`config.mk`:
```
export PLATFORM = sky130hd
export DESIGN_NAME = uart_wb_bridge
export DESIGN_NICKNAME = d
export VERILOG_FILES = /design/src/rtl/uart_wb_bridge.sv
export SDC_FILE = /design/constraint.sdc
export NUM_CORES = 1
export LEC_CHECK = 0
export CORE_MARGIN = 10
export CORE_UTILIZATION = 42
export DETAILED_ROUTE_END_ITERATION = 12
export MAX_ROUTING_LAYER = met4
export PLACE_DENSITY = 0.8
export SETUP_SLACK_MARGIN = 0.1
export SYNTH_ARGS = -nofsm -noshare
export SYNTH_HDL_FRONTEND = slang
export SYNTH_SLANG_ARGS = --single-unit
```
`constraint.sdc`:
```
create_clock -name clk -period 2.7 [get_ports clk]
set_clock_uncertainty 0.15 [all_clocks]
set_input_delay 0.27 -clock clk [delete_from_list [all_inputs] [get_ports clk]]
set_output_delay 0.27 -clock clk [all_outputs]
set_load 0.005 [all_outputs]
```
`src/rtl/uart_wb_bridge.sv`:
```
// uart_wb_bridge: UART-byte to Wishbone command bridge for debug/boot memory pokes.
//   'w' adr[4] dat[4] -> 32-bit Wishbone write, reply 'K' (0x4B)
//   'r' adr[4]        -> 32-bit Wishbone read,  reply dat[4] MSB first
//   Any other byte in IDLE is consumed and dropped.
// Ports:
//   clk, reset                          clock, async active-high reset
//   rx_data/rx_avail/rx_ack             uart receive handshake
//   tx_data/tx_wr/tx_busy               uart transmit handshake
//   wb_adr_o/wb_dat_o/wb_dat_i/wb_sel_o/wb_we_o/wb_cyc_o/wb_stb_o/wb_ack_i
//                                       single-cycle Wishbone master
// Optional: define UART_WB_TIMEOUT_EN to abort a cycle after WB_TIMEOUT clocks
// without ack and reply 'T' (0x54).
module uart_wb_bridge #(
    parameter int unsigned WB_TIMEOUT = 1023
) (
    input  logic        clk,
    input  logic        reset,
    input  logic [7:0]  rx_data,
    input  logic        rx_avail,
    output logic        rx_ack,
    output logic [7:0]  tx_data,
    output logic        tx_wr,
    input  logic        tx_busy,
    output logic [31:0] wb_adr_o,
    output logic [31:0] wb_dat_o,
    input  logic [31:0] wb_dat_i,
    output logic [3:0]  wb_sel_o,
    output logic        wb_we_o,
    output logic        wb_cyc_o,
    output logic        wb_stb_o,
    input  logic        wb_ack_i
);

    localparam logic [2:0] S_IDLE    = 3'd0;
    localparam logic [2:0] S_GET_ADR = 3'd1;
    localparam logic [2:0] S_GET_DAT = 3'd2;
    localparam logic [2:0] S_WB      = 3'd3;
    localparam logic [2:0] S_TX      = 3'd4;

    localparam logic [7:0] OP_WR    = 8'h77;
    localparam logic [7:0] OP_RD    = 8'h72;
    localparam logic [7:0] RPL_OK   = 8'h4B;

    logic [2:0]  r_state,    w_state_nxt;
    logic [1:0]  r_cnt,      w_cnt_nxt;
    logic [1:0]  r_tx_last,  w_tx_last_nxt;
    logic        r_op_wr,    w_op_wr_nxt;
    logic [31:0] r_adr,      w_adr_nxt;
    logic [31:0] r_dat,      w_dat_nxt;
    logic        r_rx_ack,   w_rx_ack_nxt;
    logic        r_rx_ack_d;
    logic [7:0]  r_tx_data,  w_tx_data_nxt;
    logic        r_tx_wr,    w_tx_wr_nxt;
    logic        r_cyc,      w_cyc_nxt;
    logic        r_stb,      w_stb_nxt;
    logic        r_we,       w_we_nxt;
    logic [3:0]  r_sel,      w_sel_nxt;
    logic        w_rx_take;

`ifdef UART_WB_TIMEOUT_EN
    localparam int unsigned TO_W = $clog2(WB_TIMEOUT + 1);
    localparam logic [7:0]  RPL_TO = 8'h54;
    logic [TO_W-1:0] r_to, w_to_nxt;
`else
    logic w_unused_cfg;
    assign w_unused_cfg = (WB_TIMEOUT != 0);
`endif

    // A byte is taken only after rx_ack has been low for a full cycle, so the
    // uart has had time to retire the previous byte.
    assign w_rx_take = rx_avail && !r_rx_ack && !r_rx_ack_d &&
                       ((r_state == S_IDLE) || (r_state == S_GET_ADR) ||
                        (r_state == S_GET_DAT));

    // Next-state and next-register logic
    always_comb begin
        w_state_nxt   = r_state;
        w_cnt_nxt     = r_cnt;
        w_tx_last_nxt = r_tx_last;
        w_op_wr_nxt   = r_op_wr;
        w_adr_nxt     = r_adr;
        w_dat_nxt     = r_dat;
        w_rx_ack_nxt  = 1'b0;
        w_tx_data_nxt = r_tx_data;
        w_tx_wr_nxt   = 1'b0;
        w_cyc_nxt     = r_cyc;
        w_stb_nxt     = r_stb;
        w_we_nxt      = r_we;
        w_sel_nxt     = r_sel;
`ifdef UART_WB_TIMEOUT_EN
        w_to_nxt      = '0;
`endif
        case (r_state)
            S_IDLE: begin
                if (w_rx_take) begin
                    w_rx_ack_nxt = 1'b1;
                    if ((rx_data == OP_WR) || (rx_data == OP_RD)) begin
                        w_op_wr_nxt = (rx_data == OP_WR);
                        w_cnt_nxt   = 2'd0;
                        w_state_nxt = S_GET_ADR;
                    end
                end
            end
            S_GET_ADR: begin
                if (w_rx_take) begin
                    w_rx_ack_nxt = 1'b1;
                    w_adr_nxt    = {r_adr[23:0], rx_data};
                    w_cnt_nxt    = 2'(r_cnt + 2'd1);
                    if (r_cnt == 2'd3) begin
                        w_cnt_nxt   = 2'd0;
                        w_state_nxt = r_op_wr ? S_GET_DAT : S_WB;
                    end
                end
            end
            S_GET_DAT: begin
                if (w_rx_take) begin
                    w_rx_ack_nxt = 1'b1;
                    w_dat_nxt    = {r_dat[23:0], rx_data};
                    w_cnt_nxt    = 2'(r_cnt + 2'd1);
                    if (r_cnt == 2'd3) begin
                        w_cnt_nxt   = 2'd0;
                        w_state_nxt = S_WB;
                    end
                end
            end
            S_WB: begin
                if (!r_cyc) begin
                    w_cyc_nxt = 1'b1;
                    w_stb_nxt = 1'b1;
                    w_sel_nxt = 4'hF;
                    w_we_nxt  = r_op_wr;
                end else if (wb_ack_i) begin
                    w_cyc_nxt   = 1'b0;
                    w_stb_nxt   = 1'b0;
                    w_sel_nxt   = 4'h0;
                    w_we_nxt    = 1'b0;
                    w_cnt_nxt   = 2'd0;
                    w_state_nxt = S_TX;
                    // The reply is shifted out of the data register MSB first
                    if (r_op_wr) begin
                        w_dat_nxt     = {RPL_OK, 24'h0};
                        w_tx_last_nxt = 2'd0;
                    end else begin
                        w_dat_nxt     = wb_dat_i;
                        w_tx_last_nxt = 2'd3;
                    end
`ifdef UART_WB_TIMEOUT_EN
                end else if (r_to == TO_W'(WB_TIMEOUT - 1)) begin
                    w_cyc_nxt     = 1'b0;
                    w_stb_nxt     = 1'b0;
                    w_sel_nxt     = 4'h0;
                    w_we_nxt      = 1'b0;
                    w_cnt_nxt     = 2'd0;
                    w_dat_nxt     = {RPL_TO, 24'h0};
                    w_tx_last_nxt = 2'd0;
                    w_state_nxt   = S_TX;
                end else begin
                    w_to_nxt = TO_W'(r_to + 1'b1);
`endif
                end
            end
            S_TX: begin
                // Skipping the cycle after tx_wr covers a uart whose busy flag lags by one clock
                if (!tx_busy && !r_tx_wr) begin
                    w_tx_wr_nxt   = 1'b1;
                    w_tx_data_nxt = r_dat[31:24];
                    w_dat_nxt     = {r_dat[23:0], 8'h00};
                    w_cnt_nxt     = 2'(r_cnt + 2'd1);
                    if (r_cnt == r_tx_last) begin
                        w_cnt_nxt   = 2'd0;
                        w_state_nxt = S_IDLE;
                    end
                end
            end
            default: begin
                w_state_nxt = S_IDLE;
            end
        endcase
    end

    // State and output registers
    always_ff @(posedge clk or posedge reset) begin
        if (reset) begin
            r_state    <= S_IDLE;
            r_cnt      <= 2'd0;
            r_tx_last  <= 2'd0;
            r_op_wr    <= 1'b0;
            r_adr      <= 32'h0;
            r_dat      <= 32'h0;
            r_rx_ack   <= 1'b0;
            r_rx_ack_d <= 1'b0;
            r_tx_data  <= 8'h0;
            r_tx_wr    <= 1'b0;
            r_cyc      <= 1'b0;
            r_stb      <= 1'b0;
            r_we       <= 1'b0;
            r_sel      <= 4'h0;
`ifdef UART_WB_TIMEOUT_EN
            r_to       <= '0;
`endif
        end else begin
            r_state    <= w_state_nxt;
            r_cnt      <= w_cnt_nxt;
            r_tx_last  <= w_tx_last_nxt;
            r_op_wr    <= w_op_wr_nxt;
            r_adr      <= w_adr_nxt;
            r_dat      <= w_dat_nxt;
            r_rx_ack   <= w_rx_ack_nxt;
            r_rx_ack_d <= r_rx_ack;
            r_tx_data  <= w_tx_data_nxt;
            r_tx_wr    <= w_tx_wr_nxt;
            r_cyc      <= w_cyc_nxt;
            r_stb      <= w_stb_nxt;
            r_we       <= w_we_nxt;
            r_sel      <= w_sel_nxt;
`ifdef UART_WB_TIMEOUT_EN
            r_to       <= w_to_nxt;
`endif
        end
    end

    assign rx_ack   = r_rx_ack;
    assign tx_data  = r_tx_data;
    assign tx_wr    = r_tx_wr;
    assign wb_adr_o = r_adr;
    assign wb_dat_o = r_dat;
    assign wb_sel_o = r_sel;
    assign wb_we_o  = r_we;
    assign wb_cyc_o = r_cyc;
    assign wb_stb_o = r_stb;

endmodule

```
Word-level counts from Yosys, hierarchy flattened
Cells that the tools add are included.

Add/sub/neg operators: 1. Eq/ne operators: 20. Mux-type cells: 39. Reduce and logical (&&, ||, !) cells: 24.

Operator list (number): $mux 32 (5); $pmux 32 s3 (1); $mux 3 (10); $mux 2 (9); $eq 8x7->1 const B (2); $ne 2x2->1 const B (8); $pmux 3 s5 (1); $mux 1 (10); $reduce_and 10->1 (1); $mux 4 (2); $ne 2x1->1 const B (4); $pmux 2 s4 (1); $reduce_and 7->1 (1); $eq 3x2->1 const B (2); $reduce_and 2->1 (3); $reduce_and 3->1 (2); $reduce_and 5->1 (1); $logic_and 1x1->1 (4); $logic_not 1->1 (4); $reduce_bool 4->1 (1); $eq 3x1->1 const B (1); $eq 3x3->1 const B (1); $logic_not 3->1 (1); $logic_or 1x1->1 (3); 6 further kinds (6).

Flip-flop bits (word level): 90. Input port bits: 45. Output and inout bits: 81. Logic and storage cells: 98.

Logic depth before layout (Yosys ltp)
Gate-level depths: netlist (run 1).

Depth in word-level cells: 6. Depth in mapped cells: 6. Gate-level depth less buffers: 5.

Least setup slack after synthesis (run 1)
No wires, ideal clock.

Path kind: reg2reg. Start: register r_state[1]. End: register r_dat[0] (netlist: wb_dat_o[0]). Library setup time: 125 ps. Arrival: 1570 ps. Data required time: 2425 ps. Slack: 856 ps. Stages on the path, launching flop included: 6. Path buffers: 1. Clock period less this slack: 1844 ps. Cells stage by stage: dfrtp_1 > nor3b_4 > nand2b_4 > a21oi_4 > buf_6 > mux2_2.

Word-level cells in the longest chain between the ends: 6.

RTL lines: start, declared (line 44) `logic [2:0] r_state, w_state_nxt;`; start signal, assigned (line 202) `r_state <= w_state_nxt;`; $eq 3x1->1 / $logic_not 3->1 (equally long branches) (line 72) `((r_state == S_IDLE) || (r_state == S_GET_ADR) ||`; $logic_or 1x1->1 (2 in series) (line 72); $logic_and 1x1->1 (line 71) `assign w_rx_take = rx_avail && !r_rx_ack && !r_rx_ack_d &&`; $ne 2x2->1 (no source line); $reduce_and 5->1 (no source line); end signal, assigned (line 207) `r_dat <= w_dat_nxt;`; end, declared (line 49) `logic [31:0] r_dat, w_dat_nxt;`.

Several ways; a longest one is shown, not always the timed one. A chain may end at the register's enable or synchronous reset.

Worst setup path in the final report (run 1)
Start: register r_state[1]. End: register r_dat[20] (netlist: wb_dat_o[20]).

The elaborated chain is that of the path after synthesis.

==> results of run 1 <==
-- layer usage --
| layer | track usage, % | vias up | wire, um |
|---|---|---|---|
| met5 | - | - | 0 |
| met2 | 27.68 | 76 | 5348 |
| li1 | - | 1291 | - |
| met3 | 4.186 | 13 | 508 |
| met4 | 4.754 | 0 | 127 |
| met1 | 18.65 | 1423 | 4231 |
-- Yosys cell counts, types with 2 or more instances --
cell type	count	area share, %
dfrtp_1	85	55
mux2_2	59	17
a22o_1	29	6.6
o21ai_0	12	1.6
nand2_1	11	1.1
inv_1	10	0.97
buf_4	9	1.8
mux2i_1	7	1.8
buf_6	5	1.5
nor3_1	5	0.65
nand3_1	4	0.52
nor2_1	4	0.39
o22ai_1	4	0.65
a21oi_1	3	0.39
clkbuf_1	3	0.29
mux2_1	3	0.88
nand2b_1	3	0.49
and2_1	2	0.32
buf_2	2	0.26
mux2_4	2	0.78
nand4b_1	2	0.45
nor2_2	2	0.32
or2_2	2	0.32
-- sequential cells by signal (all words and copies together), names as in the netlist --
signal      cells
wb_adr_o       32
wb_dat_o       32
tx_data         8
r_state         3
r_cnt           2
r_op_wr         1
r_rx_ack_d      1
r_tx_last       1
rx_ack          1
tx_wr           1
wb_cyc_o        1
wb_sel_o        1
wb_we_o         1
-- cell families after synthesis --
group | synth area share, %
multiplexers | 20.69
AO/OA/AOI/OAI | 10.77
AND/OR/NAND/NOR | 7.752
buffers and inverters | 4.865
XOR/XNOR | 0.4542
adder cells (fa/ha/maj) | 0.3243
flip-flops | 55.14
-- report_power, final --
part / internal, mW / leakage (nW) / switching [mW]
sequential: 1.77 / 1.08 / 0.413
combinational: 1.51 / 1.17 / 0.738
clock: 0.554 / 0.117 / 0.475
-- worst paths after layout --
path	start	slack (ns)	cells after the start	endpoint
max	r_state[1]$_DFFE_PP0P_	0.45	5	wb_dat_o[20]$_DFFE_PP0P_
min	reset	0.18	2	r_rx_ack_d$_DFF_PP0_
max reg2reg	r_state[1]$_DFFE_PP0P_	0.45	5	wb_dat_o[20]$_DFFE_PP0P_
min reg2reg	rx_ack$_DFF_PP0_	0.29	0	r_rx_ack_d$_DFF_PP0_
max in group asynchronous	reset	1.67	3	wb_adr_o[22]$_DFFE_PP0P_
min in group clk	rx_ack$_DFF_PP0_	0.29	0	r_rx_ack_d$_DFF_PP0_
-- layout make-up --
class                   instances  share of cell area [%]
multi-input cells             175                   28.50
repair buffers                131                   24.64
well taps                     108                   2.497
inverters                      10                  0.7628
clock inverters                 6                   1.757
flip-flops and latches         85                   39.30
clock buffers                  10                   2.543
==> summary.txt, run 1 <==
Outcome
  • Status: finished, final reports clean

Timing
  • Final slew viol count: 0
  • Tmin final: 2.248 ns
  • Worst slew margin: 58.88%
  • Worst-margin pin slew: 0.6155 ns
  • Setup TNS: 0 ns
  • Setup-failing EPs final: 0
  • Hold slack: 0.1841 ns
  • Max Freq: 444.8 MHz
  • RSZ-0062 raised after global routing: no
  • Post-route clock period utilization: 83.27%
  • Worst setup margin: 0.4516 ns
  • Final Hold Vio Count: 0

Clock network
  • CTS root buf: clkbuf_8
  • Postcts setup bufs: 0
  • Longest Clk Path Bufs: 2
  • PostCTS Resize Cnt: 0
  • Clock sink count: 85
  • Clock Pin Slew Worst Setup and Hold Paths: 0.09 ns
  • Hold Buf Count CTS: 0
  • CTS tree: yes
  • CTS Buf Count: 9
  • H-tree depth: 3
  • Skew-Pair Late Insertion Delay: 0.36 ns

Finish
  • Ant diodes: 0
  • Fin area: 5413 um^2
  • Nets: 458
  • Commonest non-fill, non-tap cell in the layout: clkdlybuf4s50_1
  • Most frequent cells in the layout: clkdlybuf4s50_1, dfrtp_1, mux2_2
  • Finished Layout Cells: 525
  • Sequential standard cell area: 2127 um^2
  • Fillers: 733
  • Area delta synth->final: 40.32%
  • Fraction of layout cells with a size suffix above 1: 22.78%
  • Final core occ: 61.17%
  • Multi-input logic area: 1543 um^2

Critical path
  • Crit path capture type: register
  • Crit path max fanout: 19
  • CP cell instances: nor3b_4 > nand2b_4 > a21oi_4 > buf_4 > mux2_2
  • Data arrival, critical path: 2.35 ns
  • Critical Path RT: 2.80 ns
  • Top delay family on crit path: simple AND/OR/NAND/NOR gates
  • Critical path startpoint category: register
  • Setup Crit Path Kind: reg -> reg
  • Worst path slowest cell: dfrtp_1
  • Worst path max stage delay: 0.55 ns
  • CP Buf/Inv Count: 1

Die
  • Cell Rows: 34
  • Initial Util: 43.59%
  • Die Y: 115.8 um
  • Die span in x: 115.8 um
  • Die footprint: 13,420 um^2
  • Core Footprint: 8848 um^2
  • # IOs: 126

Power
  • Total power: 5.465 mW
  • Peak supply drop: 0.5571 mV
  • Leakage: 2.364 nW
  • Pwr dens: 1010 nW/um^2

Yosys
  • Seq/Total Area, Yosys: 55.14%
  • Unique masters post-synth: 45
  • Synth Register Bits: 85
  • Most used DFF post-synth: dfrtp_1
  • Post-synth ARST share: 100.0%
  • Cells after Synth: 290
  • Syn_nets: 336
  • Yosys warnings: 0
  • Synthesized cell area: 3857 um^2
  • Post-synth EDFFs: 0
  • Mapped Avg Cell Area: 13.30 um^2

Routing
  • First DRT Iteration DRCs: 112
  • Vias per cell: 5.339
  • DRT Pass-1 Iters: 4
  • Antenna Violating Nets Remaining: 0
  • Via count: 2,803
  • Total wire length: 10,220 um
  • DRC: 0
  • WL per Instance: 19.46 um

GRT
  • Number of global-route vias before repair: 3,098
  • Largest net degree at the start of global routing: 33
  • Global route overflow: 0
  • Initial antenna violation count: 0
  • Global-route total usage across every layer: 16.31%
  • Global-route wire length before repair: 16,680 um

Placed design
  • Placed insts: 509
  • Placed cell area: 5180 um^2
  • HPWL after DPL: 7723 um
  • Routability Congestion: 0.8306
  • PortBufs: 125
  • Pre-CTS WS: 0.2993 ns

Hold path
  • Hold WC Path Type: in -> async

Job
  • Maxcap violations: 0
(Power assumes the default switching activity.)
==> inputs of run 2 (changes only) <==
--- a/config.mk
+++ b/config.mk
@@ -6,10 +6,10 @@
 export NUM_CORES = 1
 export LEC_CHECK = 0
 export CORE_MARGIN = 10
-export CORE_UTILIZATION = 42
+export CORE_UTILIZATION = 46
 export DETAILED_ROUTE_END_ITERATION = 12
 export MAX_ROUTING_LAYER = met4
-export PLACE_DENSITY = 0.8
+export PLACE_DENSITY = 0.83
 export SETUP_SLACK_MARGIN = 0.1
 export SYNTH_ARGS = -nofsm -noshare
 export SYNTH_HDL_FRONTEND = slang
==> constraint.sdc (replaced) <==
create_clock -name clk -period 2.25 [get_ports clk]
set_clock_uncertainty 0.15 [all_clocks]
set_input_delay 0.225 -clock clk [delete_from_list [all_inputs] [get_ports clk]]
set_output_delay 0.225 -clock clk [all_outputs]
set_load 0.005 [all_outputs]
==> run 2 against run 1 <==
Effect of this change: count of clock-buffer cells in the layout is 1 lower; cell area is 1.2% higher; clock power is 24% higher; global-route usage is 0.32 points higher; maximum frequency is 12% higher; utilization is 5.8 points higher; die area is 7.2% lower; wire length is 0.81% lower; sequential share of layout area is 0.45 points lower; combinational power is 23% higher; cell count is 0.38% higher.
==> summary.txt, run 2 (synthesis gave the netlist of run 1 again) <==
Critical path
  • Data arrival, critical path: 2.11 ns
  • Worst path max stage delay: 0.52 ns
  • Critical path startpoint category: register
  • Setup Crit Path Kind: reg -> reg
  • Critical Path RT: 2.34 ns
  • Worst path slowest cell: dfrtp_1
  • Crit path capture type: register
  • Reg2Reg Depth: 5
  • CP cell instances: nor3b_4 > nand2b_4 > a21oi_4 > buf_12 > mux2_2
  • Crit path max fanout: 25

Finish
  • Nets: 464
  • Area delta synth->final: 41.94%
  • Multi-input logic area: 1548 um^2
  • Fraction of layout cells with a size suffix above 1: 23.70%
  • Ant diodes: 0
  • Most frequent cells in the layout: clkdlybuf4s50_1, dfrtp_1, mux2_2
  • Fillers: 593
  • Commonest non-fill, non-tap cell in the layout: clkdlybuf4s50_1
  • Sequential standard cell area: 2127 um^2

Clock network
  • Clock Pin Slew Worst Setup and Hold Paths: 0.08 ns
  • Skew-Pair Late Insertion Delay: 0.36 ns
  • Clock sink count: 85
  • Hold Buf Count CTS: 0
  • Postcts setup bufs: 0
  • CTS tree: yes
  • PostCTS Resize Cnt: 1
  • H-tree depth: 3
  • CTS root buf: clkbuf_8
  • CTS Buf Count: 9
  • Longest Clk Path Bufs: 2

Placed design
  • Pre-CTS WS: 0.007018 ns
  • PortBufs: 125
  • Routability Congestion: 0.8806
  • HPWL after DPL: 7821 um

Timing
  • Worst setup margin: 0.2342 ns
  • Max Freq: 496.1 MHz
  • Setup TNS: 0 ns
  • Setup-failing EPs final: 0
  • Final slew viol count: 0
  • Final Hold Vio Count: 0
  • Tmin final: 2.016 ns
  • Worst-margin pin slew: 0.6878 ns
  • Post-route clock period utilization: 89.59%
  • RSZ-0062 raised after global routing: no
  • Hold slack: 0.09293 ns
  • Worst slew margin: 54.03%

Routing
  • DRC: 0
  • Via count: 2,802
  • First DRT Iteration DRCs: 109
  • DRT Pass-1 Iters: 4
  • Antenna Violating Nets Remaining: 0
  • Total wire length: 10,130 um
  • WL per Instance: 19.23 um
  • Vias per cell: 5.317

GRT
  • Global route overflow: 0
  • Global-route wire length before repair: 16,370 um
  • Global-route total usage across every layer: 16.63%
  • Number of global-route vias before repair: 3,083
  • Initial antenna violation count: 0
  • Largest net degree at the start of global routing: 38

Power
  • Int Pwr: 4.719 mW
  • Peak supply drop: 0.7958 mV
  • Sw Pwr: 1.943 mW
  • Pwr dens: 1217 nW/um^2
  • Clock network fraction of total power: 19.2%
  • Net Sw Frac: 29.17%
  • Logic pwr share: 41.6%
  • Leakage: 2.400 nW
  • Sequential power share: 39.2%

Die
  • Cell Rows: 33
  • Die footprint: 12,450 um^2
  • Die Y: 111.6 um
  • # IOs: 126
  • Die span in x: 111.6 um
  • Core Footprint: 8175 um^2
  • Initial Util: 47.18%

Job
  • Maxcap violations: 0

Outcome
  • Status: finished, final reports clean

Hold path
  • Hold WC Path Type: in -> async
run 2: worst max-delay path, delay by kind of cell (launching register included):
kind | cells | cell delay [ns]
mux | 1 | 0.36
buf+inv | 1 | 0.21
compound gates | 1 | 0.20
simple gates | 2 | 0.45
flops | 1 | 0.52
run 2: path summary, 6_finish.rpt:
path	startpoint	to	slack (ns)
max in group asynchronous	reset	wb_adr_o[21]$_DFFE_PP0P_	1.32
worst min-delay path	reset	wb_adr_o[31]$_DFFE_PP0P_	0.09
min in group clk	rx_ack$_DFF_PP0_	r_rx_ack_d$_DFF_PP0_	0.29
worst max register to register	r_state[2]$_DFFE_PP0P_	wb_dat_o[11]$_DFFE_PP0P_	0.23
worst max-delay path	r_state[2]$_DFFE_PP0P_	wb_dat_o[11]$_DFFE_PP0P_	0.23
worst min register to register	rx_ack$_DFF_PP0_	r_rx_ack_d$_DFF_PP0_	0.29
run 2: final cells by class:
type	count	share of cell area, %
flip-flops and latches	85	38.85
well taps	105	2.399
multi-input cells	175	28.27
clock inverters	6	2.057
repair buffers	137	25.41
clock buffers	9	2.262
inverters	10	0.7541
run 2: power by group through the flow:
stage                     Sequential (mW)  Clock (mW)  Combinational (mW)
after detailed placement             2.64           0                2.81
final                                2.61        1.28                2.77
after floorplan                      2.58           0                1.25
after CTS                            2.62        1.30                2.83
after global routing                 2.71        1.37                2.98
after global placement               2.61           0                2.73
run 2: layer usage:
metal	wire length, um	GRT usage, %
met4	173	6.170
met1	4222	18.27
met5	0	-
met2	5234	28.41
met3	503	4.294
run 2: per-stage QoR:
| step | util [%] | total power, mW | area, um^2 | std cells |
|---|---|---|---|---|
| after floorplan | - | 3.833 | 3861 | 290 |
| after global placement | 64.02 | 5.339 | 5234 | 512 |
| after detailed placement | 64.02 | 5.459 | 5234 | 512 |
| after CTS | 66.97 | 6.750 | 5475 | 527 |
| after global routing | 66.97 | 7.062 | 5475 | 527 |
| final | 66.97 | 6.662 | 5475 | 527 |
